File: config.mk
export PLATFORM = sky130hd
export DESIGN_NAME = lcd_pattern_gen
export DESIGN_NICKNAME = d
export VERILOG_FILES = /design/src/rtl/lcd_pkg.sv /design/src/rtl/btn_debounce.sv /design/src/rtl/lcd_pattern_gen.sv
export SDC_FILE = /design/constraint.sdc
export NUM_CORES = 1
export LEC_CHECK = 0
export ABC_CLOCK_PERIOD_IN_PS = 2500
export BUFFER_PORTS_ARGS = -buffer_cell sky130_fd_sc_hd__buf_2
export CAP_MARGIN = 20
export CORE_MARGIN = 2
export CORE_UTILIZATION = 49
export CTS_CLUSTER_SIZE = 20
export DETAILED_ROUTE_END_ITERATION = 8
export PLACE_DENSITY_LB_ADDON = 0.25
export SLEW_MARGIN = 40
export SYNTH_ARGS = -nofsm -noshare
export SYNTH_HDL_FRONTEND = slang
export SYNTH_SLANG_ARGS = --single-unit
File: constraint.sdc
create_clock -name clk -period 2.5 [get_ports clk]
set_clock_uncertainty 0.15 [all_clocks]
set_input_delay 0 -clock clk [delete_from_list [all_inputs] [get_ports clk]]
set_output_delay 0 -clock clk [all_outputs]
set_load 0.02 [all_outputs]
File: src/rtl/lcd_pkg.sv
// Shared definitions for the LCD pattern generator and related board examples.
// Holds RGB888 colour constants, the pattern-mode encoding, the default
// 480x272 panel geometry, and small helpers used by the pattern logic.
package lcd_pkg;

  // Default panel geometry
  localparam int H_ACTIVE_DEF = 480;
  localparam int V_ACTIVE_DEF = 272;
  localparam int BOX_SIZE_DEF = 32;

  typedef logic [23:0] rgb_t;

  // RGB888 colours: [23:16]=R, [15:8]=G, [7:0]=B
  localparam rgb_t WHITE   = 24'hFFFFFF;
  localparam rgb_t YELLOW  = 24'hFFFF00;
  localparam rgb_t CYAN    = 24'h00FFFF;
  localparam rgb_t GREEN   = 24'h00FF00;
  localparam rgb_t MAGENTA = 24'hFF00FF;
  localparam rgb_t RED     = 24'hFF0000;
  localparam rgb_t BLUE    = 24'h0000FF;
  localparam rgb_t BLACK   = 24'h000000;
  localparam rgb_t NAVY    = 24'h000080;

  typedef enum logic [1:0] {
    MODE_BARS = 2'd0,
    MODE_GRID = 2'd1,
    MODE_BOX  = 2'd2,
    MODE_GRAD = 2'd3
  } mode_e;

  // Position and direction along one axis of the bouncing box.
  typedef struct packed {
    logic [11:0] pos;
    logic        fwd;   // 1 = moving towards larger coordinates
  } axis_t;

  function automatic rgb_t bar_colour(input logic [2:0] idx);
    case (idx)
      3'd0:    return WHITE;
      3'd1:    return YELLOW;
      3'd2:    return CYAN;
      3'd3:    return GREEN;
      3'd4:    return MAGENTA;
      3'd5:    return RED;
      3'd6:    return BLUE;
      default: return BLACK;
    endcase
  endfunction

  // One frame step of a bouncing axis. Hitting a limit reverses the
  // direction and moves one step the other way on the same frame, so the
  // box never rests on an edge for two frames.
  function automatic axis_t axis_step(input axis_t cur, input logic [11:0] max_pos);
    axis_t nxt;
    nxt = cur;
    if (cur.fwd) begin
      if (cur.pos == max_pos) begin
        nxt.fwd = 1'b0;
        nxt.pos = cur.pos - 12'd1;
      end else begin
        nxt.pos = cur.pos + 12'd1;
      end
    end else begin
      if (cur.pos == 12'd0) begin
        nxt.fwd = 1'b1;
        nxt.pos = 12'd1;
      end else begin
        nxt.pos = cur.pos - 12'd1;
      end
    end
    return nxt;
  endfunction

endpackage

File: src/rtl/btn_debounce.sv
// Push-button conditioner: 2-flop synchroniser, stable-time debounce counter
// and a one-cycle pulse on each debounced rising edge.
// Ports:
//   clk  - clock
//   rst  - synchronous reset, active-high
//   btn  - raw button level, asynchronous to clk
//   rise - one-cycle pulse when the debounced level goes 0 -> 1
module btn_debounce #(
  parameter int DEB_CYCLES = 200000
) (
  input  logic clk,
  input  logic rst,
  input  logic btn,
  output logic rise
);

  localparam int CNT_W = (DEB_CYCLES > 2) ? $clog2(DEB_CYCLES) : 1;
  localparam logic [CNT_W-1:0] CNT_MAX = CNT_W'(DEB_CYCLES - 1);

  logic             sync_q1, sync_q2, sync_prev;
  logic             stable;
  logic [CNT_W-1:0] cnt;

  // NOTE: sequential state uses non-blocking assignments so every flop
  // samples the pre-edge values of the others, independent of statement order.
  always_ff @(posedge clk) begin
    if (rst) begin
      sync_q1   <= 1'b0;
      sync_q2   <= 1'b0;
      sync_prev <= 1'b0;
      stable    <= 1'b0;
      cnt       <= '0;
      rise      <= 1'b0;
    end else begin
      sync_q1   <= btn;
      sync_q2   <= sync_q1;
      sync_prev <= sync_q2;
      rise      <= 1'b0;
      if (sync_q2 != sync_prev) begin
        cnt <= '0;
      end else if (cnt != CNT_MAX) begin
        cnt <= cnt + 1'b1;
      end else begin
        // Input has held for the full window: adopt it as the stable level.
        stable <= sync_q2;
        rise   <= sync_q2 & ~stable;
      end
    end
  end

endmodule

File: src/rtl/lcd_pattern_gen.sv
// Test-pattern pixel source for a 480x272 RGB panel driven by lcd_ctrl.
// Produces a registered RGB888 pixel from the coordinates lcd_ctrl presents,
// with four patterns (bars, grid, bouncing box, gradient) selected by a
// debounced button. Pattern changes commit on frame ticks only.
// Ports:
//   clk, rst   - pixel clock; synchronous active-high reset
//   lcd_xpos   - horizontal coordinate from lcd_ctrl
//   lcd_ypos   - vertical coordinate from lcd_ctrl
//   lcd_vs     - vsync from lcd_ctrl (frame-start detection)
//   mode_btn   - raw push-button, active-high, asynchronous
//   lcd_data   - registered RGB888 pixel, one cycle after the coordinates
//   mode       - pattern currently displayed
//   frame_tick - one-cycle pulse per detected frame start
module lcd_pattern_gen
  import lcd_pkg::*;
#(
  parameter int H_ACTIVE      = H_ACTIVE_DEF,
  parameter int V_ACTIVE      = V_ACTIVE_DEF,
  parameter int BOX_SIZE      = BOX_SIZE_DEF,
  parameter int DEB_CYCLES    = 200000,
  parameter int VS_ACTIVE_LOW = 1
) (
  input  logic        clk,
  input  logic        rst,
  input  logic [11:0] lcd_xpos,
  input  logic [11:0] lcd_ypos,
  input  logic        lcd_vs,
  input  logic        mode_btn,
  output logic [23:0] lcd_data,
  output logic [1:0]  mode,
  output logic        frame_tick
);

  localparam int          BAR_W   = H_ACTIVE / 8;
  localparam logic [11:0] BX_MAX  = 12'(H_ACTIVE - BOX_SIZE);
  localparam logic [11:0] BY_MAX  = 12'(V_ACTIVE - BOX_SIZE);
  localparam logic        VS_IDLE = (VS_ACTIVE_LOW != 0);

  mode_e       mode_q, pending_mode;
  logic        vs_q1, vs_q2, vs_q3;
  logic        btn_rise;
  logic [7:0]  frame_cnt;
  logic [11:0] bx, by;
  logic        dx, dy;
  axis_t       x_next, y_next;
  rgb_t        pixel;
  logic [2:0]  bar_idx;
  logic        in_box;

  btn_debounce #(
    .DEB_CYCLES(DEB_CYCLES)
  ) u_btn (
    .clk  (clk),
    .rst  (rst),
    .btn  (mode_btn),
    .rise (btn_rise)
  );

  // Edge detect on the registered copy (vs_q2 vs. its delayed copy vs_q3):
  // the tick is decoded from flops only and lands 2 cycles after the input edge.
  assign frame_tick = (VS_ACTIVE_LOW != 0) ? (vs_q3 & ~vs_q2) : (~vs_q3 & vs_q2);
  assign mode       = mode_q;

  assign x_next = axis_step('{pos: bx, fwd: dx}, BX_MAX);
  assign y_next = axis_step('{pos: by, fwd: dy}, BY_MAX);

  // NOTE: every output of this block gets a default first so no path leaves
  // it unassigned, which would otherwise infer a latch.
  always_comb begin
    pixel   = BLACK;
    bar_idx = 3'd7;
    // Lowest bar whose right boundary lies beyond xpos; constant compares only.
    for (int i = 7; i >= 0; i--) begin
      if (lcd_xpos < 12'(BAR_W * (i + 1))) bar_idx = 3'(i);
    end
    in_box = ({1'b0, lcd_xpos} >= {1'b0, bx}) &&
             ({1'b0, lcd_xpos} <  {1'b0, bx} + 13'(BOX_SIZE)) &&
             ({1'b0, lcd_ypos} >= {1'b0, by}) &&
             ({1'b0, lcd_ypos} <  {1'b0, by} + 13'(BOX_SIZE));
    if (lcd_xpos < 12'(H_ACTIVE) && lcd_ypos < 12'(V_ACTIVE)) begin
      case (mode_q)
        MODE_BARS: pixel = bar_colour(bar_idx);
        MODE_GRID: pixel = (lcd_xpos[4:0] == 5'd0 || lcd_ypos[4:0] == 5'd0) ? WHITE : BLACK;
        MODE_BOX:  pixel = in_box ? RED : NAVY;
        MODE_GRAD: pixel = {lcd_xpos[8:1], lcd_ypos[7:0], frame_cnt};
        default:   pixel = BLACK;
      endcase
    end
  end

  always_ff @(posedge clk) begin
    if (rst) begin
      lcd_data     <= BLACK;
      mode_q       <= MODE_BARS;
      pending_mode <= MODE_BARS;
      vs_q1        <= VS_IDLE;
      vs_q2        <= VS_IDLE;
      vs_q3        <= VS_IDLE;
      frame_cnt    <= 8'd0;
      bx           <= 12'd0;
      by           <= 12'd0;
      dx           <= 1'b1;
      dy           <= 1'b1;
    end else begin
      lcd_data <= pixel;
      vs_q1    <= lcd_vs;
      vs_q2    <= vs_q1;
      vs_q3    <= vs_q2;
      // Derived from the displayed mode, so repeated presses within a frame
      // collapse to a single step.
      if (btn_rise) pending_mode <= mode_e'(2'(mode_q + 2'd1));
      if (frame_tick) begin
        mode_q    <= pending_mode;
        frame_cnt <= frame_cnt + 8'd1;
        bx        <= x_next.pos;
        dx        <= x_next.fwd;
        by        <= y_next.pos;
        dy        <= y_next.fwd;
      end
    end
  end

endmodule

# Word-level counts from Yosys, hierarchy flattened
# Index checks and enable logic that the tools add are counted.
# totals
register_bits,88
latchBits,0
ram_bits,0
rom_bits,0
in_bits,28
elab_cells,95
memories,0
# op_classes
addsub,9
multipliers,0
n_div,0
n_lt_le_gt_ge,13
n_eq_ne,13
shifts,0
muxes,21
n_bitwise,7
reduce_logical,15
# ops
op,count
$pmux 24 s7,1
$pmux 24 s4,1
$lt 12x9->1 const B,5
$mux 12,4
$mux 24,2
$add 12x6->13 const B,2
$lt 12x13->1,2
$mux 13,2
$add 12x1->12 const B,2
$ge 12x12->1,2
$logic_not 12->1,2
$lt 12x8->1 const B,2
$sub 12x1->12 const B,2
$add 18x1->18 const B,1
$mux 3,6
$ne 18x18->1 const B,1
$eq 12x8->1 const B,1
$eq 12x9->1 const B,1
$lt 12x6->1 const B,1
$lt 12x7->1 const B,1
$logic_not 5->1,2
$eq 3x3->1 const B,3
$add 8x1->8 const B,1
$eq 3x2->1 const B,2
other kinds (15),29

# Longest topological paths before layout
# logic_depth
word_depth,11
ltp_mapped,12
depth_no_buf,11

# By module
# A second synthesis with hierarchy kept.
# unflattened
cells_unflattened,652
area_unflattened_um2,5382.7
# by_module_without_submodules
mod,n_inst,cells_each,area_per_inst_um2
lcd_pattern_gen,1,541,4362.9
btn_debounce,1,111,1019.7

# Worst setup path before layout
# OpenSTA, ideal clock, no wires.
# synth_path
path_type,register -> register
start,register bx[7]
end,register lcd_data[16]
setup_ns,0.076
arrival_time_ns,2.478
required_ns,2.274
slack_ns,-0.204
path_stages_with_launch,13
n_path_buf,2
period_less_slack_ns,2.704
path_cell_list,dfxtp_1 clkbuf_1 and3_1 clkbuf_1 nand3_1 xnor2_1 ha_1 nand3_1 a31oi_1 a222oi_1 and3_1 nand4_1 o21ai_0
# synth_via
elab_chain_cells,7
word_cells_on_any_way,8
classes_between,add/sub: 1; order compare: 2; mux: 2; reduce/logical: 3
# synth_rtl
item,line_no,rtl
"start, declared",lcd_pattern_gen.sv:43,"logic [11:0] bx, by;"
"start signal, assigned",lcd_pattern_gen.sv:115,bx <= x_next.pos;
$add 12x6->13,lcd_pattern_gen.sv:77,"({1'b0, lcd_xpos} < {1'b0, bx} + 13'(BOX_SIZE)) &&"
$lt 12x13->1,lcd_pattern_gen.sv:77,
$logic_and 1x1->1 *,lcd_pattern_gen.sv:76,"in_box = ({1'b0, lcd_xpos} >= {1'b0, bx}) &&"
$logic_and 1x1->1 *,lcd_pattern_gen.sv:77,
$logic_and 1x1->1 *,lcd_pattern_gen.sv:78,"({1'b0, lcd_ypos} >= {1'b0, by}) &&"
$mux 24 *,lcd_pattern_gen.sv:84,MODE_BOX: pixel = in_box ? RED : NAVY;
$pmux 24 s4 *,lcd_pattern_gen.sv:81,case (mode_q)
"end signal, assigned",lcd_pattern_gen.sv:105,lcd_data <= pixel;
"end, declared",lcd_pattern_gen.sv:29,"output logic [23:0] lcd_data,"
# Every way passes the cells marked *; elsewhere a longest branch is shown, timed or not.
# A chain may end at the register's enable or synchronous reset.

# Worst setup path after layout
# layout_path
start,register bx[5]
end,register lcd_data[7]
# Same word-level chain as after synthesis.

==> run summary <==
The arrival time of data at the critical path endpoint is 2.65 ns, and the post-synthesis sequential area ratio is 32.7%. Summing all multi-input logic gate instances after layout gives 3510 sq um. For the final cell count without fillers, the log shows 932. The core region is 10800 sq um.

The worst hold path belongs to the class in2reg. The portion of the clock cycle consumed by the worst path in the final layout is 102%. The cell area power density works out to 388 nW/um^2.

For the number of global-route vias before repair, the log shows 5044. Of all flip-flops after synthesis, the portion carrying an async set or reset was 0%. The path with the worst hold slack has its endpoint at by[1]$_SDFFE_PP0P_. Master cell of the clock root buffer: sky130_fd_sc_hd__clkbuf_8. Across the whole layout, storage elements account for 1780 sq um. The delay contributed by the slowest stage of the critical path was 0.38 ns; the number of enable-type register cells in the synthesized netlist was 0. IR analysis of the VDD net gives a maximum drop of 0.000375 V. Setup violations remaining at the end of the flow were counted as 9. Die span in x: 109 um. The worst register-to-register path ends at lcd_data[7]$_SDFF_PP0_.

Entering global routing, the biggest net connects 39 pins. The run gives 5380 sq um as the synthesized area. The tools report the remaining number of nets flagged by the antenna check after routing as 0. Cells fill 62.1% of the core in the end. Compared with the post-synthesis result, the final layout area differs by 24.6%. The die is 109 um tall.

For the worst flop-to-flop path, the logic depth is 10. The kind of cell with the highest combined delay along the critical path is compound AO/OA/AOI/OAI gates. The diode insertion count for antenna repair is 0, and the leakage power total is 2.67 nW.

In this run the tightest slew margin relative to its limit is 60.7%. For this run, the leading register cell type out of synthesis is sky130_fd_sc_hd__dfxtp_1. The average instance in the mapped netlist occupies 7.97 sq um.

The biggest fanout along the worst timing path is 4. The clock slew seen by the registers of the worst setup and hold paths works out to 0.09 ns. The logs give 757 for the synthesized netlist net count and 0 for the number of pins exceeding their max-slew limit in the final report.

For the sum of negative setup slack, the log shows -0.195 ns. Walking the worst path, the cells encountered are and3_4, nand3_4, xnor2_2, ha_1, nand3_2, a31oi_1, a222oi_1, and3_1, a41oi_1, o21ba_2. The cell count after synthesis came out at 675. The tools report the global-route wire length before repair as 22400 um.

The actual transition at the worst max-transition pin works out to 0.581 ns. For this design, the sink count on the clock tree is 88. The number of DRC markers after the initial detailed-route iteration was 413; the number of top-level pins was 55. Dividing the detail-routed wire length by the instance count gives 14.7 um. The final hold violation count is 0, and the total design power is 2.60 mW.

In this run the worst setup path begins at bx[5]$_SDFFE_PP0P_. The number of antenna violations at the first check in global routing was 0. The critical path in this run is classified as reg2reg.

Using the TritonRoute via totals, the vias-per-cell ratio works out to 5.73. The layout has 930 filler cells. The TritonCTS buffer count came out at 9. The routed design has 13700 um of wire.

The run finished, with violations left. The layer flagged by global routing as most heavily used is met2. The final-stage net count was 870; the vias after detailed routing was 5338.

For met1 alone, demand over resource in global routing was 28.0%. The tools report the number of maximum-capacitance constraint violations as 0. The slowest stage of the critical path is the sky130_fd_sc_hd__dfxtp_4 cell. The final reports fail on setup timing. In the global route stage, met3 resource usage came out at 5.74%. The starting density of the core is 49.8%. For this run, global-route usage on met2 was measured as 40.9%.

The netlist uses 59 different library cells. In this run the register-to-register setup slack is -0.04 ns. Summing all non-filler instances in the final layout gives an area of 6710 sq um. Setup repair after global routing could not meet its margin everywhere. The worst register-to-register path begins at bx[5]$_SDFFE_PP0P_. The final critical delay including setup and external delays was 2.54 ns.

Cells with a size suffix above 1 make up 22.2% of the layout. The first-pass iteration count of the detailed router is 5. Summed over all nets, the half-perimeter wirelength after detailed placement is 10200 um. For the remaining design rule violation count, the log shows 0. Yosys printed 0 warnings. The number of placed instances, taps included, is 890. At the placement stage, the worst setup path has a slack of -0.148 ns. For this run the aggregate overflow at the end of global routing stands at 0. In the global route stage, overall resource usage came out at 23.7%. The maximum level of the CTS H-tree is 3. Together, buffers and inverters on the worst path number 0. TritonCTS built the clock tree. The die covers 11800 sq um. Across all hold checks on the routed design, the worst slack comes to 0.0220 ns. The initialized floorplan defines 38 standard-cell rows. The placed cell area was 6080 sq um; the register bit total from synthesis was 88. At the worst endpoint, the required time is 2.61 ns. In this run the most critical hold path is launched from rst.

The clock latency of the later-clocked register in the worst-skew pair is 0.37 ns. The category of the worst setup path launch point was a flop. The slack of the critical path is -0.0406 ns. The kind of capture point of the worst setup path is a flop. The worst hold path cell count was 3; the maximum buffer depth of the clock tree was 2.

For this run, the top clock speed supported by timing is 0.394 GHz. The congestion estimate from routability-driven global placement came to 0.919. The count of port buffers added during placement is 54.
## worst reg2reg max path, cell delays in order, from the launching register on
cell                       delay (ns)
sky130_fd_sc_hd__dfxtp_4         0.38
sky130_fd_sc_hd__and3_4          0.22
sky130_fd_sc_hd__nand3_4         0.09
sky130_fd_sc_hd__xnor2_2         0.15
sky130_fd_sc_hd__ha_1            0.32
sky130_fd_sc_hd__nand3_2         0.09
sky130_fd_sc_hd__a31oi_1         0.05
sky130_fd_sc_hd__a222oi_1        0.36
sky130_fd_sc_hd__and3_1          0.25
sky130_fd_sc_hd__a41oi_1         0.12
sky130_fd_sc_hd__o21ba_2         0.24
## cell usage in the layout (no fill, tap or decap), drive strengths merged, types with 17 or more instances in the layout
cell type	synthesis	layout
a21oi	67	67
and3	17	17
buf	5	113
dfxtp	88	88
dlygate4sd3	0	18
ha	54	54
inv	43	43
nand2	63	63
nand3	30	30
nand4	19	19
nor2	55	55
o21ai	47	47
xnor2	20	20
## cells in the mapped netlist, types with 3 or more instances
library cell                n  area share, %
sky130_fd_sc_hd__dfxtp_1   88             33
sky130_fd_sc_hd__a21oi_1   67            6.2
sky130_fd_sc_hd__nand2_1   63            4.4
sky130_fd_sc_hd__nor2_1    55            3.8
sky130_fd_sc_hd__ha_1      54             13
sky130_fd_sc_hd__o21ai_0   47            4.4
sky130_fd_sc_hd__inv_1     43            3.0
sky130_fd_sc_hd__nand3_1   30            2.8
sky130_fd_sc_hd__clkbuf_1  24            1.7
sky130_fd_sc_hd__xnor2_1   20            3.3
sky130_fd_sc_hd__nand4_1   19            2.2
sky130_fd_sc_hd__and3_1    17            2.0
sky130_fd_sc_hd__nor3_1    12            1.1
sky130_fd_sc_hd__xor2_1    11            1.8
sky130_fd_sc_hd__nor2b_1   10            1.2
sky130_fd_sc_hd__or3_1     10            1.2
sky130_fd_sc_hd__a31oi_1    7           0.81
sky130_fd_sc_hd__mux2i_1    7            1.3
sky130_fd_sc_hd__nor4_1     7           0.81
sky130_fd_sc_hd__a211oi_1   5           0.70
sky130_fd_sc_hd__nand2b_1   5           0.58
sky130_fd_sc_hd__o22ai_1    5           0.58
sky130_fd_sc_hd__or4_1      5           0.70
sky130_fd_sc_hd__a21o_1     4           0.56
sky130_fd_sc_hd__nor4b_1    4           0.65
sky130_fd_sc_hd__o211ai_1   4           0.56
sky130_fd_sc_hd__a22oi_1    3           0.42
sky130_fd_sc_hd__a41oi_1    3           0.49
sky130_fd_sc_hd__buf_1      3           0.21
sky130_fd_sc_hd__nand3b_1   3           0.42
sky130_fd_sc_hd__o31ai_1    3           0.42
sky130_fd_sc_hd__or2_2      3           0.35
## flip-flops by register name (all words and copies together), names as in the netlist
name,count
bx,12
by,12
dx,1
dy,1
frame_cnt,8
lcd_data,24
mode,2
pending_mode,2
u_btn.cnt,18
u_btn.rise,1
u_btn.stable,1
u_btn.sync_prev,1
u_btn.sync_q1,1
u_btn.sync_q2,1
vs_q1,1
vs_q2,1
vs_q3,1
## report_power, final
part	total [mW]	internal, mW	switching, mW
clock network	0.900	0.407	0.492
logic	0.286	0.127	0.159
registers	1.42	1.41	0.00934
## area by class of cell
class                   instances  share of cell area [%]
multi-input cells             515                    52.4
flip-flops and latches         88                    26.5
repair buffers                131                    13.5
well taps                     140                    2.61
inverters                      43                    2.41
clock buffers                  12                    2.31
clock inverters                 3                   0.261
## cells by family after synthesis
| family | after synthesis | synth area share, % |
|---|---|---|
| flops | 88 | 32.7 |
| compound gates | 168 | 18.6 |
| buf+inv | 72 | 5.30 |
| fa+ha+maj | 55 | 12.7 |
| xor+xnor | 31 | 5.05 |
| simple gates | 253 | 24.0 |
| mux | 8 | 1.51 |
## what timing repair did
| action | CTS | global route |
|---|---|---|
| hold buffers | 18 | 0 |
| pin swaps | 9 | 26 |
| endpoints found under the setup margin | 9 | 18 |
| setup buffers | 5 | 4 |
| hold endpoints to repair | 18 | 0 |
| gates resized for setup | 29 | 34 |
## routing by layer
metal  routed length, um  vias up
li1                    -     2658
met1                5980     2513
met2                6700      143
met3                 680       24
met4                 320        0
met5                   0        -
## worst max-delay path by stage
stage | slack, ns | end | cells after the start
5_1_grt | -0.16 | lcd_data[16]$_SDFF_PP0_ | 12
3_3_place_gp | 0.0009 | lcd_data[18]$_SDFF_PP0_ | 11
2_1_floorplan | 0.003 | lcd_data[16]$_SDFF_PP0_ | 11
6_report | -0.04 | lcd_data[7]$_SDFF_PP0_ | 10
4_1_cts | 0.0002 | lcd_data[17]$_SDFF_PP0_ | 12
3_5_place_dp | -0.15 | lcd_data[21]$_SDFF_PP0_ | 11
No activity file was read; power rests on OpenSTA's default activity.
